==> src/rtl/an_tone_keyer_pkg.sv <==
// Shared constants, state codes and parameter-derivation helpers for the keyed tone source.
package an_tone_keyer_pkg;

    localparam int unsigned SMPL_W = 16;
    localparam int unsigned ENV_W  = 8;
    localparam int unsigned ENV_EW = ENV_W + 1;
    localparam int unsigned ST_W   = 2;

    localparam logic [ST_W-1:0] ST_IDLE    = 2'd0;
    localparam logic [ST_W-1:0] ST_ATTACK  = 2'd1;
    localparam logic [ST_W-1:0] ST_SUSTAIN = 2'd2;
    localparam logic [ST_W-1:0] ST_RELEASE = 2'd3;

    localparam logic [ENV_W-1:0]  ENV_MAX = {ENV_W{1'b1}};
    localparam logic [SMPL_W-1:0] TRI_POS = {1'b0, {(SMPL_W-1){1'b1}}};
    localparam logic [SMPL_W-1:0] TRI_OFS = {1'b1, {(SMPL_W-1){1'b0}}};

    // Number of bits needed to hold the values 0..n-1 (at least 1).
    function automatic int unsigned bits_for(input longint unsigned n);
        int unsigned b;
        b = 1;
        while (b < 63 && (64'd1 << b) < n) begin
            b = b + 1;
        end
        return b;
    endfunction

    // Clock cycles per sample tick, floored.
    function automatic int unsigned tick_n_f(input longint unsigned ck_fs,
                                             input longint unsigned smpl_fs);
        return 32'(ck_fs / smpl_fs);
    endfunction

    // Phase increment per tick, rounded to nearest: round(tone * 2^ph_w / smpl).
    function automatic longint unsigned ph_inc_f(input longint unsigned tone_fs,
                                                 input longint unsigned smpl_fs,
                                                 input int unsigned     ph_w);
        longint unsigned num;
        num = tone_fs << ph_w;
        return (2 * num + smpl_fs) / (2 * smpl_fs);
    endfunction

endpackage

==> src/rtl/an_tone_keyer_key_deb.sv <==
// Raw key synchroniser and debouncer: output follows the synced key only after it has
// disagreed with the output for C_DEB_CKN consecutive cycles.
module an_tone_keyer_key_deb
    import an_tone_keyer_pkg::*;
#(
    parameter int unsigned C_DEB_CKN = 1_350_000
)(
    input  logic CK_i,
    input  logic XARST_i,
    input  logic KEY_i,
    output logic KEY_ON_o
);

    localparam int unsigned      CNT_W    = bits_for(64'(C_DEB_CKN));
    localparam logic [CNT_W-1:0] CNT_LAST = CNT_W'(C_DEB_CKN - 1);

    logic             r_sync1;
    logic             r_sync2;
    logic             r_key_on;
    logic [CNT_W-1:0] r_cnt;

    always_ff @(posedge CK_i or negedge XARST_i) begin
        if (!XARST_i) begin
            r_sync1 <= 1'b0;
            r_sync2 <= 1'b0;
        end else begin
            r_sync1 <= KEY_i;
            r_sync2 <= r_sync1;
        end
    end

    // Any cycle of agreement restarts the count, so short glitches never reach the output.
    always_ff @(posedge CK_i or negedge XARST_i) begin
        if (!XARST_i) begin
            r_cnt    <= '0;
            r_key_on <= 1'b0;
        end else if (r_sync2 == r_key_on) begin
            r_cnt    <= '0;
        end else if (r_cnt == CNT_LAST) begin
            r_cnt    <= '0;
            r_key_on <= ~r_key_on;
        end else begin
            r_cnt    <= r_cnt + CNT_W'(1);
        end
    end

    assign KEY_ON_o = r_key_on;

endmodule

==> src/rtl/an_tone_keyer.sv <==
// Keyed tone source: debounced key drives an attack/sustain/release envelope at the sample
// rate; enveloped triangle samples leave over a valid/ready handshake with sticky overrun.
module an_tone_keyer
    import an_tone_keyer_pkg::*;
#(
    parameter int unsigned C_CK_Fs    = 135_000_000,
    parameter int unsigned C_SMPL_Fs  = 48_000,
    parameter int unsigned C_TONE_Fs  = 440,
    parameter int unsigned C_PH_W     = 24,
    parameter int unsigned C_DEB_CKN  = 1_350_000,
    parameter int unsigned C_ENV_STEP = 4
)(
    input  logic              CK_i,
    input  logic              XARST_i,
    input  logic              KEY_i,
    input  logic              MUTE_i,
    output logic [SMPL_W-1:0] SMPL_o,
    output logic              SMPL_VLD_o,
    input  logic              SMPL_RDY_i,
    output logic              OVR_o,
    output logic              KEY_ON_o,
    output logic [ENV_W-1:0]  ENV_o,
    output logic [ST_W-1:0]   STATE_o
);

    localparam int unsigned       C_TICK_N  = tick_n_f(64'(C_CK_Fs), 64'(C_SMPL_Fs));
    localparam int unsigned       TICK_W    = bits_for(64'(C_TICK_N));
    localparam logic [TICK_W-1:0] TICK_LAST = TICK_W'(C_TICK_N - 1);
    localparam logic [C_PH_W-1:0] C_PH_INC  =
        C_PH_W'(ph_inc_f(64'(C_TONE_Fs), 64'(C_SMPL_Fs), C_PH_W));
    localparam logic [ENV_EW-1:0] ENV_STEP  = ENV_EW'(C_ENV_STEP);

    logic                      w_key_on;
    logic                      w_tick;
    logic [TICK_W-1:0]         r_tick_cnt;
    logic                      r_tick_d1;
    logic                      r_tick_d2;

    logic [ST_W-1:0]           r_state;
    logic [ST_W-1:0]           w_state_nxt;
    logic [ENV_W-1:0]          r_env;
    logic [ENV_W-1:0]          w_env_nxt;
    logic [C_PH_W-1:0]         r_phase;
    logic [C_PH_W-1:0]         w_phase_nxt;
    logic [ENV_EW-1:0]         w_env_up;
    logic [ENV_EW-1:0]         w_env_dn;

    logic [SMPL_W-1:0]         w_u;
    logic [SMPL_W-1:0]         w_tri;
    logic signed [SMPL_W+ENV_W:0] w_prod;
    logic [SMPL_W-1:0]         r_prod;

    logic [SMPL_W-1:0]         r_smpl;
    logic                      r_vld;
    logic                      r_ovr;

    an_tone_keyer_key_deb #(
        .C_DEB_CKN (C_DEB_CKN)
    ) u_key_deb (
        .CK_i      (CK_i),
        .XARST_i   (XARST_i),
        .KEY_i     (KEY_i),
        .KEY_ON_o  (w_key_on)
    );

    // Sample-rate tick: one cycle out of every C_TICK_N.
    assign w_tick = (r_tick_cnt == TICK_LAST);

    always_ff @(posedge CK_i or negedge XARST_i) begin
        if (!XARST_i) begin
            r_tick_cnt <= '0;
            r_tick_d1  <= 1'b0;
            r_tick_d2  <= 1'b0;
        end else begin
            r_tick_cnt <= w_tick ? '0 : r_tick_cnt + TICK_W'(1);
            r_tick_d1  <= w_tick;
            r_tick_d2  <= r_tick_d1;
        end
    end

    assign w_env_up = ENV_EW'(r_env) + ENV_STEP;
    assign w_env_dn = ENV_EW'(r_env) - ENV_STEP;

    // Envelope FSM next state; everything holds between ticks.
    always_comb begin
        w_state_nxt = r_state;
        w_env_nxt   = r_env;
        w_phase_nxt = r_phase;
        if (w_tick) begin
            case (r_state)
                ST_IDLE: begin
                    w_env_nxt   = '0;
                    w_phase_nxt = '0;
                    if (w_key_on) begin
                        w_state_nxt = ST_ATTACK;
                    end
                end
                ST_ATTACK: begin
                    w_phase_nxt = r_phase + C_PH_INC;
                    if (!w_key_on) begin
                        w_state_nxt = ST_RELEASE;
                    end else if (w_env_up[ENV_W] || w_env_up[ENV_W-1:0] == ENV_MAX) begin
                        w_env_nxt   = ENV_MAX;
                        w_state_nxt = ST_SUSTAIN;
                    end else begin
                        w_env_nxt   = w_env_up[ENV_W-1:0];
                    end
                end
                ST_SUSTAIN: begin
                    w_phase_nxt = r_phase + C_PH_INC;
                    w_env_nxt   = ENV_MAX;
                    if (!w_key_on) begin
                        w_state_nxt = ST_RELEASE;
                    end
                end
                ST_RELEASE: begin
                    w_phase_nxt = r_phase + C_PH_INC;
                    if (w_key_on) begin
                        w_state_nxt = ST_ATTACK;
                    end else if (w_env_dn[ENV_W] || w_env_dn[ENV_W-1:0] == '0) begin
                        // Borrow out of bit ENV_W means the step overshot zero.
                        w_env_nxt   = '0;
                        w_phase_nxt = '0;
                        w_state_nxt = ST_IDLE;
                    end else begin
                        w_env_nxt   = w_env_dn[ENV_W-1:0];
                    end
                end
                default: begin
                    w_state_nxt = ST_IDLE;
                    w_env_nxt   = '0;
                    w_phase_nxt = '0;
                end
            endcase
        end
    end

    always_ff @(posedge CK_i or negedge XARST_i) begin
        if (!XARST_i) begin
            r_state <= ST_IDLE;
            r_env   <= '0;
            r_phase <= '0;
        end else begin
            r_state <= w_state_nxt;
            r_env   <= w_env_nxt;
            r_phase <= w_phase_nxt;
        end
    end

    // Triangle from the phase: rising half below the MSB midpoint, falling half above.
    assign w_u    = r_phase[C_PH_W-2 -: SMPL_W];
    assign w_tri  = r_phase[C_PH_W-1] ? SMPL_W'(TRI_POS - w_u) : SMPL_W'(w_u - TRI_OFS);
    assign w_prod = $signed(w_tri) * $signed({1'b0, r_env});

    always_ff @(posedge CK_i or negedge XARST_i) begin
        if (!XARST_i) begin
            r_prod <= '0;
        end else if (r_tick_d1) begin
            r_prod <= SMPL_W'(w_prod >>> ENV_W);
        end
    end

    // Output stage: a new sample always loads; an unaccepted one being replaced flags overrun.
    always_ff @(posedge CK_i or negedge XARST_i) begin
        if (!XARST_i) begin
            r_smpl <= '0;
            r_vld  <= 1'b0;
            r_ovr  <= 1'b0;
        end else if (r_tick_d2) begin
            r_smpl <= MUTE_i ? '0 : r_prod;
            r_vld  <= 1'b1;
            if (r_vld && !SMPL_RDY_i) begin
                r_ovr <= 1'b1;
            end
        end else if (r_vld && SMPL_RDY_i) begin
            r_vld  <= 1'b0;
        end
    end

    assign SMPL_o     = r_smpl;
    assign SMPL_VLD_o = r_vld;
    assign OVR_o      = r_ovr;
    assign KEY_ON_o   = w_key_on;
    assign ENV_o      = r_env;
    assign STATE_o    = r_state;

endmodule

==> config.mk <==
export PLATFORM = sky130hd
export DESIGN_NAME = an_tone_keyer
export DESIGN_NICKNAME = d
export VERILOG_FILES = /design/src/rtl/an_tone_keyer_pkg.sv /design/src/rtl/an_tone_keyer_key_deb.sv /design/src/rtl/an_tone_keyer.sv
export SDC_FILE = /design/constraint.sdc
export NUM_CORES = 1
export LEC_CHECK = 0
export CAP_MARGIN = 20
export CORE_MARGIN = 2
export CORE_UTILIZATION = 60
export CTS_BUF_LIST = sky130_fd_sc_hd__clkbuf_8
export DETAILED_ROUTE_END_ITERATION = 7
export GPL_ROUTABILITY_DRIVEN = 0
export PLACE_DENSITY = 0.78
export SLEW_MARGIN = 20
export SYNTH_ARGS = -nofsm -noshare
export SYNTH_HDL_FRONTEND = slang
export SYNTH_SLANG_ARGS = --single-unit
==> constraint.sdc <==
create_clock -name CK_i -period 7.35 [get_ports CK_i]
set_input_delay 1.47 -clock CK_i [delete_from_list [all_inputs] [get_ports CK_i]]
set_output_delay 1.47 -clock CK_i [all_outputs]
set_load 0.01 [all_outputs]
-- Yosys cells after proc, flatten, opt, wreduce, memory -nomap -nowiden
Cells that the tools add are included.
- register bits after elaboration: 106
- bits in latches: 0
- bits in writable memories: 0
- ROM bits: 0
- bits of input ports: 5
- output and inout bits: 29
- memories: 0
- $add $sub $neg: 7
- multiply operators: 1
- div/mod/pow operators: 0
- $lt $le $gt $ge: 0
- equal/unequal tests: 13
- shift-type cells: 0
- multiplexer cells: 22
- bitwise gates (word level): 2
- reductions and logical operators: 13
- operators by type and width (kind ; count):
    $pmux W24 S3 ; 1
    $mux W24 ; 2
    $mux W21 ; 2
    $mux W16 ; 2
    $mux W8 ; 4
    $pmux W8 S4 ; 1
    $add A24 B18 Y24 const B ; 1
    $mul A16 B9 Y24 ; 1
    $add A21 B1 Y21 const B ; 1
    $eq A21 B21 Y1 const B ; 1
    $sub A15 B16 Y16 const A ; 1
    $sub A16 B16 Y16 const B ; 1
    $add A12 B1 Y12 const B ; 1
    $eq A12 B12 Y1 const B ; 1
    $mux W12 ; 1
    $mux W2 ; 6
    $add A8 B3 Y9 const B ; 1
    $sub A8 B3 Y9 const B ; 1
    $eq A8 B8 Y1 const B ; 1
    $logic_not A8 Y1 ; 1
    $pmux W2 S4 ; 1
    $reduce_and A5 Y1 ; 1
    $eq A2 B2 Y1 const B ; 2
    $ne A2 B1 Y1 const B ; 2
    other kinds (15) ; 21

-- Depth between registers and ports, before layout
Gate-level depths: netlist of run 1.
- word-level depth: 6
- mapped depth: 20
- mapped depth without buffers: 18

-- Modules after synthesis
A second synthesis of run 1 with hierarchy kept.
- cell total of the unflattened synthesis: 1075
- area, all modules: 9748.1 um^2
- modules (own cells, without submodules) (module ; instances ; cells each ; area each (um^2) ; seq. area each (um^2)):
    an_tone_keyer ; 1 ; 963 ; 8567.0 ; 2026.9
    an_tone_keyer_key_deb ; 1 ; 112 ; 1181.1 ; 600.6

-- Worst setup path before layout of run 1
No wires, ideal clock.
- path type: flip-flop to flip-flop
- start point: reg r_phase[23]
- end point: reg r_prod[14]
- setup time: 0.125 ns
- arrival: 5.297 ns
- data required time: 7.225 ns
- slack: 1.928 ns
- stages on the path, launching flop included: 20
- path buffers: 2
- cells stage by stage: dfrtp_1 buf_6 buf_1 xor2_1 nand2_1 fa_1 inv_1 fa_1 fa_1 inv_1 fa_1 inv_1 ha_1 a21oi_1 o21ai_0 or2_2 o31a_1 a311oi_2 xnor2_1 mux2_2
- word-level cells in the longest chain between the ends: 2
- RTL lines (item ; line ; source):
    start: declaration ; an_tone_keyer.sv:43 ; logic [C_PH_W-1:0] r_phase;
    start signal: assignment ; an_tone_keyer.sv:146 ; r_phase <= w_phase_nxt;
    $mux W16 ; an_tone_keyer.sv:152 ; assign w_tri = r_phase[C_PH_W-1] ? SMPL_W'(TRI_POS - w_u) : SMPL_W'(w_u - TRI_OFS);
    $mul A16 B9 Y24 ; an_tone_keyer.sv:153 ; assign w_prod = $signed(w_tri) * $signed({1'b0, r_env});
    end signal: assignment ; an_tone_keyer.sv:159 ; r_prod <= SMPL_W'(w_prod >>> ENV_W);
    end: declaration ; an_tone_keyer.sv:51 ; logic [SMPL_W-1:0] r_prod;
No other way between the ends.
A chain may end at the register's enable or synchronous reset.

-- Worst setup path after layout of run 1
Same ends and word-level chain as after synthesis.

==> impl_results.md, run 1 <==
- Clock root buffer: clkbuf_8
- CTS Buf Count: 9
- Hold WC Path Type: reg2reg
- CTS resizes: 0
- Gr ovfl total: 0
- RSZ-0062 raised after global routing: no
- Maxcap violations: 0
- Via count: 7088
- Gate power share: 0.020
- GRT Util Overall: 0.237
- Critical path, cell by cell: xor2_1 > nand2_1 > fa_1 > inv_1 > fa_1 > inv_1 > fa_1 > inv_1 > fa_1 > ha_1 > a21oi_1 > nor2_1 > o31a_1 > o31a_1 > a311oi_2 > xnor2_1 > mux2_2
- Top-count cell post-synth: inv_1
- Final WS setup: 1.39 ns
- Final Power: 972 µW
- Setup Skew: 0.0166 ns
- Std cell rows: 46
- Mean area per synthesized cell: 9.05 µm²
- Die area: 17100 µm²
- GR peak layer: met2
- Vias in the first global route: 6951
- # nets final: 1227
- Status: finished, final reports clean
- CTS hold repair buffers: 0
- Max Fclk: 168 MHz
- CP peak stage delay: 0.94 ns
- Max Buffers Root-to-Sink: 2
- Post-place setup slack: 1.40 ns
- P per Cell Area: 94.4 nW/µm²
- Synth area leaders: dfrtp_1 (27%), fa_1 (20%), ha_1 (7.0%)
- Setup Buffers After CTS: 0
- DRT Pass-1 Iters: 5
- CP Max Fanout: 18
- Initial antenna violation count: 0
- Largest net degree at the start of global routing: 59
- Met2 Use GR: 0.394
- Post-synth cell types: 61
- Top cell type by total area after synthesis: dfrtp_1
- Core Area: 15800 µm²
- Port bufs: 33
- Clk_lat worst skew: 0.40 ns
- Layout cell share with drive strength beyond 1: 0.0436
- Clk sinks: 105
- GR Util met1: 0.325
- Mapped Cells: 1068
- Syn Nets: 1223
- Top-area cell type share of the netlist area: 0.272
- Die height: 131 µm
- Crit path time final: 5.96 ns
- DRC violations left: 0
- First-pass GRT wire length: 32600 µm
- Routed WL: 18500 µm
- Synthesized flop and latch total: 105
- Pint: 744 µW
- Switching power: 227 µW
- Initial cell density of the core: 0.611
- Final hold vios: 0
- Synth async-reset ratio: 1.00
- Maximum vdd drop: 127 µV
- Startpoint Class: flip-flop
- Sequential Power Share: 0.598
- Clock transition at path regs: 0.11 ns
- Post-synth top flop: dfrtp_1
- Synthesized area: 9670 µm²
- Leak: 5.16 nW
- CP most frequent cell: fa_1
- TNS Setup: 0 ns
- Violation count after the first detailed-route iteration: 567
- Slowest library cell on the worst path: dfrtp_1
- Final Max Slew Viols: 0
- Antenna cell count: 0
- # H-tree levels: 3
- Crit share post-route: 0.811
- Routed WL per cell: 14.3 µm
- Post-DR vias/cell: 5.48
- WP data required: 7.63 ns
- Top cells by count, synth: inv_1 (175), nand2_1 (117), dfrtp_1 (105)
- Clock share of power: 0.382
- P&R area growth vs syn: 6.48%
- Max_slew headroom: 0.364
- Worst-Margin Slew: 0.954 ns
- Die W: 131 µm
- ANT nets after route: 0
- Setup-failing EPs final: 0
- Critical Path End Type: flip-flop
- CTS tree: done
- Register area share after synthesis: 0.272
- Hpwl dp: 14300 µm
- Fraction of met3 tracks used by global routing: 0.0379
- CP arrival: 6.24 ns
- I/O Pins: 34
- Post-synth EDFFs: 0
- CP Class: reg2reg
- Ys Warns: 0
- Net Sw Frac: 0.234
sequential cells by signal (all words and copies together) (netlist names), 2 cells and up:
register and count:
ENV_o 7, r_phase 24, STATE_o 2, u_key_deb.r_cnt 21
SMPL_o 16, r_prod 16, r_tick_cnt 12
cell usage in the layout, fill, tap and decap left out, types with 6 or more instances in the layout:
cell	synthesis	final
nand4_1	13	13
nor2_1	67	67
xor2_1	38	38
nor3_1	6	6
a211oi_1	7	7
o21bai_1	6	6
clkdlybuf4s50_1	0	32
nand2_1	117	117
xnor2_1	27	27
dfrtp_1	105	105
a31oi_1	7	7
a21oi_1	28	28
and2_1	61	61
a21o_1	9	9
fa_1	96	96
clkbuf_8	0	9
ha_1	54	54
inv_1	175	175
mux2_2	12	12
nand3_1	17	17
and3_1	8	8
o21ai_0	71	71
nand3b_1	18	18
through the flow:
step | instance area [µm²] | instances | hold slack (ns) | util
2_1_floorplan | 9670 | 1068 | 0.331 | -
3_3_place_gp | 10100 | 1277 | 0.335 | 0.638
3_5_place_dp | 10100 | 1277 | 0.346 | 0.638
4_1_cts | 10300 | 1293 | 0.373 | 0.650
5_1_grt | 10300 | 1293 | 0.380 | 0.650
6_report | 10300 | 1293 | 0.362 | 0.650
final timing paths:
| check | start | to | slack (ns) | cells after the start |
|---|---|---|---|---|
| worst max-delay path | r_phase[23] | r_prod[14] | 1.39 | 17 |
| worst min-delay path | u_key_deb.r_sync1 | u_key_deb.r_sync2 | 0.36 | 0 |
| worst max register to register | r_phase[23] | r_prod[14] | 1.39 | 17 |
| worst min register to register | u_key_deb.r_sync1 | u_key_deb.r_sync2 | 0.36 | 0 |
| max in group asynchronous | XARST_i | u_key_deb.r_cnt[13] | 5.12 | 2 |
| min in group asynchronous | XARST_i | SMPL_o[0] | 1.05 | 1 |
layer usage:
| metal | vias to the layer above | wire length [µm] |
|---|---|---|
| met1 | 3481 | 8500 |
| met4 | 0 | 375 |
| li1 | 3436 | - |
| met5 | - | 0 |
| met2 | 142 | 9010 |
| met3 | 29 | 666 |
critical path: cells and delay by family (launching register included):
family,cells,cell delay (ns)
xor gates and xnor gates,2,0.59
buffers and inverters,3,0.17
muxes,1,0.26
and+or+nand+nor,2,0.29
AOI/OAI and AO/OA,4,1.15
DFF,1,0.94
adders and majority gates,5,2.43
power by group through the flow:
stage | Combinational, mW | Clock (mW) | Sequential, mW
after floorplan | 0.00506 | 0 | 0.592
after global placement | 0.0204 | 0 | 0.592
after detailed placement | 0.0204 | 0 | 0.592
after CTS | 0.0205 | 0.384 | 0.581
after global routing | 0.0237 | 0.404 | 0.581
final | 0.0194 | 0.372 | 0.581
layout make-up:
class	count	area, µm²
Tap cell	216	270
Timing Repair Buffer	34	335
Sequential cell	105	2630
Clock inverter	7	73.8
Multi-Input combinational cell	747	6210
Inverter	175	657
Clock buffer	9	124
Fill cell	1289	5530
cell families after synthesis:
| logic type | synth area share |
|---|---|
| AOI/OAI and AO/OA | 0.117 |
| xor gates and xnor gates | 0.0622 |
| adders and majority gates | 0.269 |
| buffers and inverters | 0.0862 |
| DFF | 0.272 |
| muxes | 0.0192 |
| and+or+nand+nor | 0.175 |
No activity file was read; power rests on OpenSTA's default activity.
==> run 2, diff against run 1 <==
--- a/config.mk
+++ b/config.mk
@@ -7,11 +7,11 @@
 export LEC_CHECK = 0
 export CAP_MARGIN = 20
 export CORE_MARGIN = 2
-export CORE_UTILIZATION = 60
+export CORE_UTILIZATION = 58
 export CTS_BUF_LIST = sky130_fd_sc_hd__clkbuf_8
 export DETAILED_ROUTE_END_ITERATION = 7
 export GPL_ROUTABILITY_DRIVEN = 0
-export PLACE_DENSITY = 0.78
+export PLACE_DENSITY = 0.79
 export SLEW_MARGIN = 20
 export SYNTH_ARGS = -nofsm -noshare
 export SYNTH_HDL_FRONTEND = slang
==> constraint.sdc (replaced) <==
create_clock -name CK_i -period 5.1 [get_ports CK_i]
set_input_delay 1.02 -clock CK_i [delete_from_list [all_inputs] [get_ports CK_i]]
set_output_delay 1.02 -clock CK_i [all_outputs]
set_load 0.01 [all_outputs]
==> run 2 against run 1 <==
- the flow now finishes with violations (negative setup slack)
- maximum frequency up 14%
- worst setup slack lost 1.5 ns
- final cell count increased by 6.0%
- die area rose by 3.3%
- combinational power rose by 46%
- sequential share of layout area down 2.6 points
- worst hold slack better by 0.0030 ns
- via count increased by 7.1%
- register-to-register slack worse by 1.5 ns
- total power grew 53%
- largest power group unchanged
==> impl_results.md, run 2 (synthesis results as in run 1) <==
- # H-tree levels: 3 (unchanged)
- Max Fclk: 192 MHz (+14%)
- Initial cell density of the core: 0.587 (-0.0237)
- Std cell rows: 47 (+2.2%)
- Clock share of power: 0.418 (+0.036)
- Hold WC Path Type: reg2reg
- # nets final: 1300 (+5.9%)
- Maxcap violations: 0 (unchanged)
- Worst-Margin Slew: 0.896 ns (-0.0583 ns)
- R2r startpoint: r_phase[23]
- Switching power: 356 µW (+57%)
- Startpoint Class: flip-flop
- Setup-failing EPs final: 4 (+4)
- Routed metal-1 wire length: 9010 µm (+6.1%)
- WL met2: 10900 µm (+21%)
- DRT Pass-1 Iters: 5 (unchanged)
- Maximum vdd drop: 192 µV (+52%)
- CP Max Fanout: 6 (-12)
- Top sig layer: met4
- CTS tree: done
- P&R area growth vs syn: 18.6%
- GRT Util Overall: 0.242 (+0.00434)
- FILL cells: 1181 (-8.4%)
- Hold_sp: u_key_deb.r_sync1
- Initial antenna violation count: 0 (unchanged)
- Post-DR vias/cell: 5.54 (+1.1%)
- ANT nets after route: 0 (unchanged)
- Failing checks: negative setup slack
- WP data required: 5.39 ns (-2.24 ns)
- Final Max Slew Viols: 0 (unchanged)
- Most frequent cells in the layout: inv_1 (163), nand2_1 (106), dfrtp_1 (104)
- P per Cell Area: 130 nW/µm² (+37%)
- Die height: 133 µm (+1.7%)
- Net Sw Frac: 0.239 (+0.00535)
- Crit path time final: 5.21 ns (-0.747 ns)
- Hpwl dp: 14700 µm (+3.0%)
- Largest net degree at the start of global routing: 61 (+3.4%)
- I/O Pins: 34 (unchanged)
- Status: finished, violations left
- Largest regs: r_phase: 24 flops, u_key_deb.r_cnt: 21 flops
- Number of flip-flops in the largest register: 24 (unchanged)
- Sequential Power Share: 0.563 (-0.035)
- Clk_lat worst skew: 0.41 ns (about the same)
- Leak: 5.61 nW (+8.7%)
- Via count: 7590 (+7.1%)
- Final WS setup: -0.113 ns (-1.50 ns)
- Final Power: 1.49 mW (+53%)
- First-pass GRT wire length: 35300 µm (+8.5%)
- CP Class: reg2reg
- CP arrival: 5.50 ns (-0.74 ns)
- Critical Path End Type: flip-flop
- RSZ-0062 raised after global routing: yes
- Die area: 17700 µm² (+3.3%)
- Final Core Density: 0.697 (+0.0461)
- CTS Buf Count: 9 (unchanged)
- Vias in the first global route: 7687 (+11%)
- Layout cell share with drive strength beyond 1: 0.171 (+0.128)
- Gr ovfl total: 0 (unchanged)
- Final hold vios: 0 (unchanged)
- Met3 WL: 988 µm (+48%)
- Setup Skew: 0.0177 ns (+0.00105 ns)
- TNS Setup: -0.286 ns (-0.286 ns)
- Routed WL per cell: 15.5 µm (+8.4%)
- Clock transition at path regs: 0.12 ns (about the same)
- CP startpoint: r_phase[23]
- Violation count after the first detailed-route iteration: 623 (+9.9%)
- Reg with most FFs: r_phase
- Max_slew headroom: 0.401 (+0.0366)
- Clock root buffer: clkbuf_8
- Crit share post-route: 1.02 (+0.211)
- Pint: 1.13 mW (+52%)
- Routed WL: 21300 µm (+15%)
- Max Buffers Root-to-Sink: 2 (unchanged)
- Antenna cell count: 0 (unchanged)
- Clk sinks: 105 (unchanged)
- DRC violations left: 0 (unchanged)
- Core Area: 16500 µm² (+4.0%)
- Commonest non-fill, non-tap cell in the layout: inv_1
- Port bufs: 33 (unchanged)
- Die W: 133 µm (+1.7%)
- Gate power share: 0.019 (about the same)
run 2: power groups by stage:
| stage | Clock, mW | Sequential [mW] | Combinational (mW) |
|---|---|---|---|
| 2_1_floorplan | 0 | 0.853 | 0.00729 |
| 3_3_place_gp | 0 | 0.853 | 0.0292 |
| 3_5_place_dp | 0 | 0.853 | 0.0297 |
| 4_1_cts | 0.639 | 0.837 | 0.0296 |
| 5_1_grt | 0.664 | 0.838 | 0.0336 |
| 6_report | 0.622 | 0.837 | 0.0283 |
run 2: stage by stage:
stage,area [µm²],setup slack (ns),std cells,hold slack (ns)
floorplan,9730,0.0139,1068,0.331
global placement,10600,-0.0206,1333,0.335
detailed placement,10600,-0.143,1333,0.347
CTS,11100,-0.0207,1363,0.374
global route,11500,-0.244,1370,0.372
finish,11500,-0.113,1370,0.365
run 2: area by class of cell:
class / count / area (µm²) / area share
clock buffer: 9 / 124 / 0.0108
clock inverter: 7 / 119 / 0.0104
inverter: 175 / 657 / 0.0573
multi-input combinational: 747 / 6700 / 0.584
sequential: 105 / 2630 / 0.229
tap: 220 / 275 / 0.0240
timing repair buffer: 107 / 962 / 0.0839
run 2: repair_timing:
| item | CTS | global route |
|---|---|---|
| hold buffers | 0 | 0 |
| pin swaps | 16 | 55 |
| cloned | 1 | 0 |
| setup buffers | 13 | 9 |
| setup endpoints to repair | 7 | 14 |
| endpoints found under the hold margin | 0 | 0 |
| resized for setup | 34 | 73 |
run 2: worst max-delay path: stages (launching register included):
cell       delay (ns)
dfrtp_2          0.46
buf_6            0.13
buf_12           0.15
xor2_1           0.17
buf_4            0.16
buf_6            0.11
nand2_1          0.07
fa_1             0.53
inv_1            0.06
fa_1             0.50
fa_1             0.51
inv_2            0.04
fa_1             0.52
inv_1            0.06
ha_4             0.27
and3_4           0.18
nand4_1          0.14
o21bai_4         0.24
o2111ai_4        0.17
a21oi_2          0.21
nor4_1           0.09
a311o_1          0.33
run 2: layer usage:
metal  up-vias  global-route usage
li1       3583                   -
met3        37              0.0358
met4         0              0.0544
met5         -                   0
met1      3754               0.314
met2       216               0.432
run 2: final timing paths:
kind	slack, ns	endpoint	depth (start not counted)
max reg2reg	-0.11	r_prod[8]	21
max in group asynchronous	3.34	r_prod[10]	2
min	0.37	u_key_deb.r_sync2	0
min reg2reg	0.37	u_key_deb.r_sync2	0
max	-0.11	r_prod[8]	21
min in group asynchronous	0.67	r_prod[0]	1
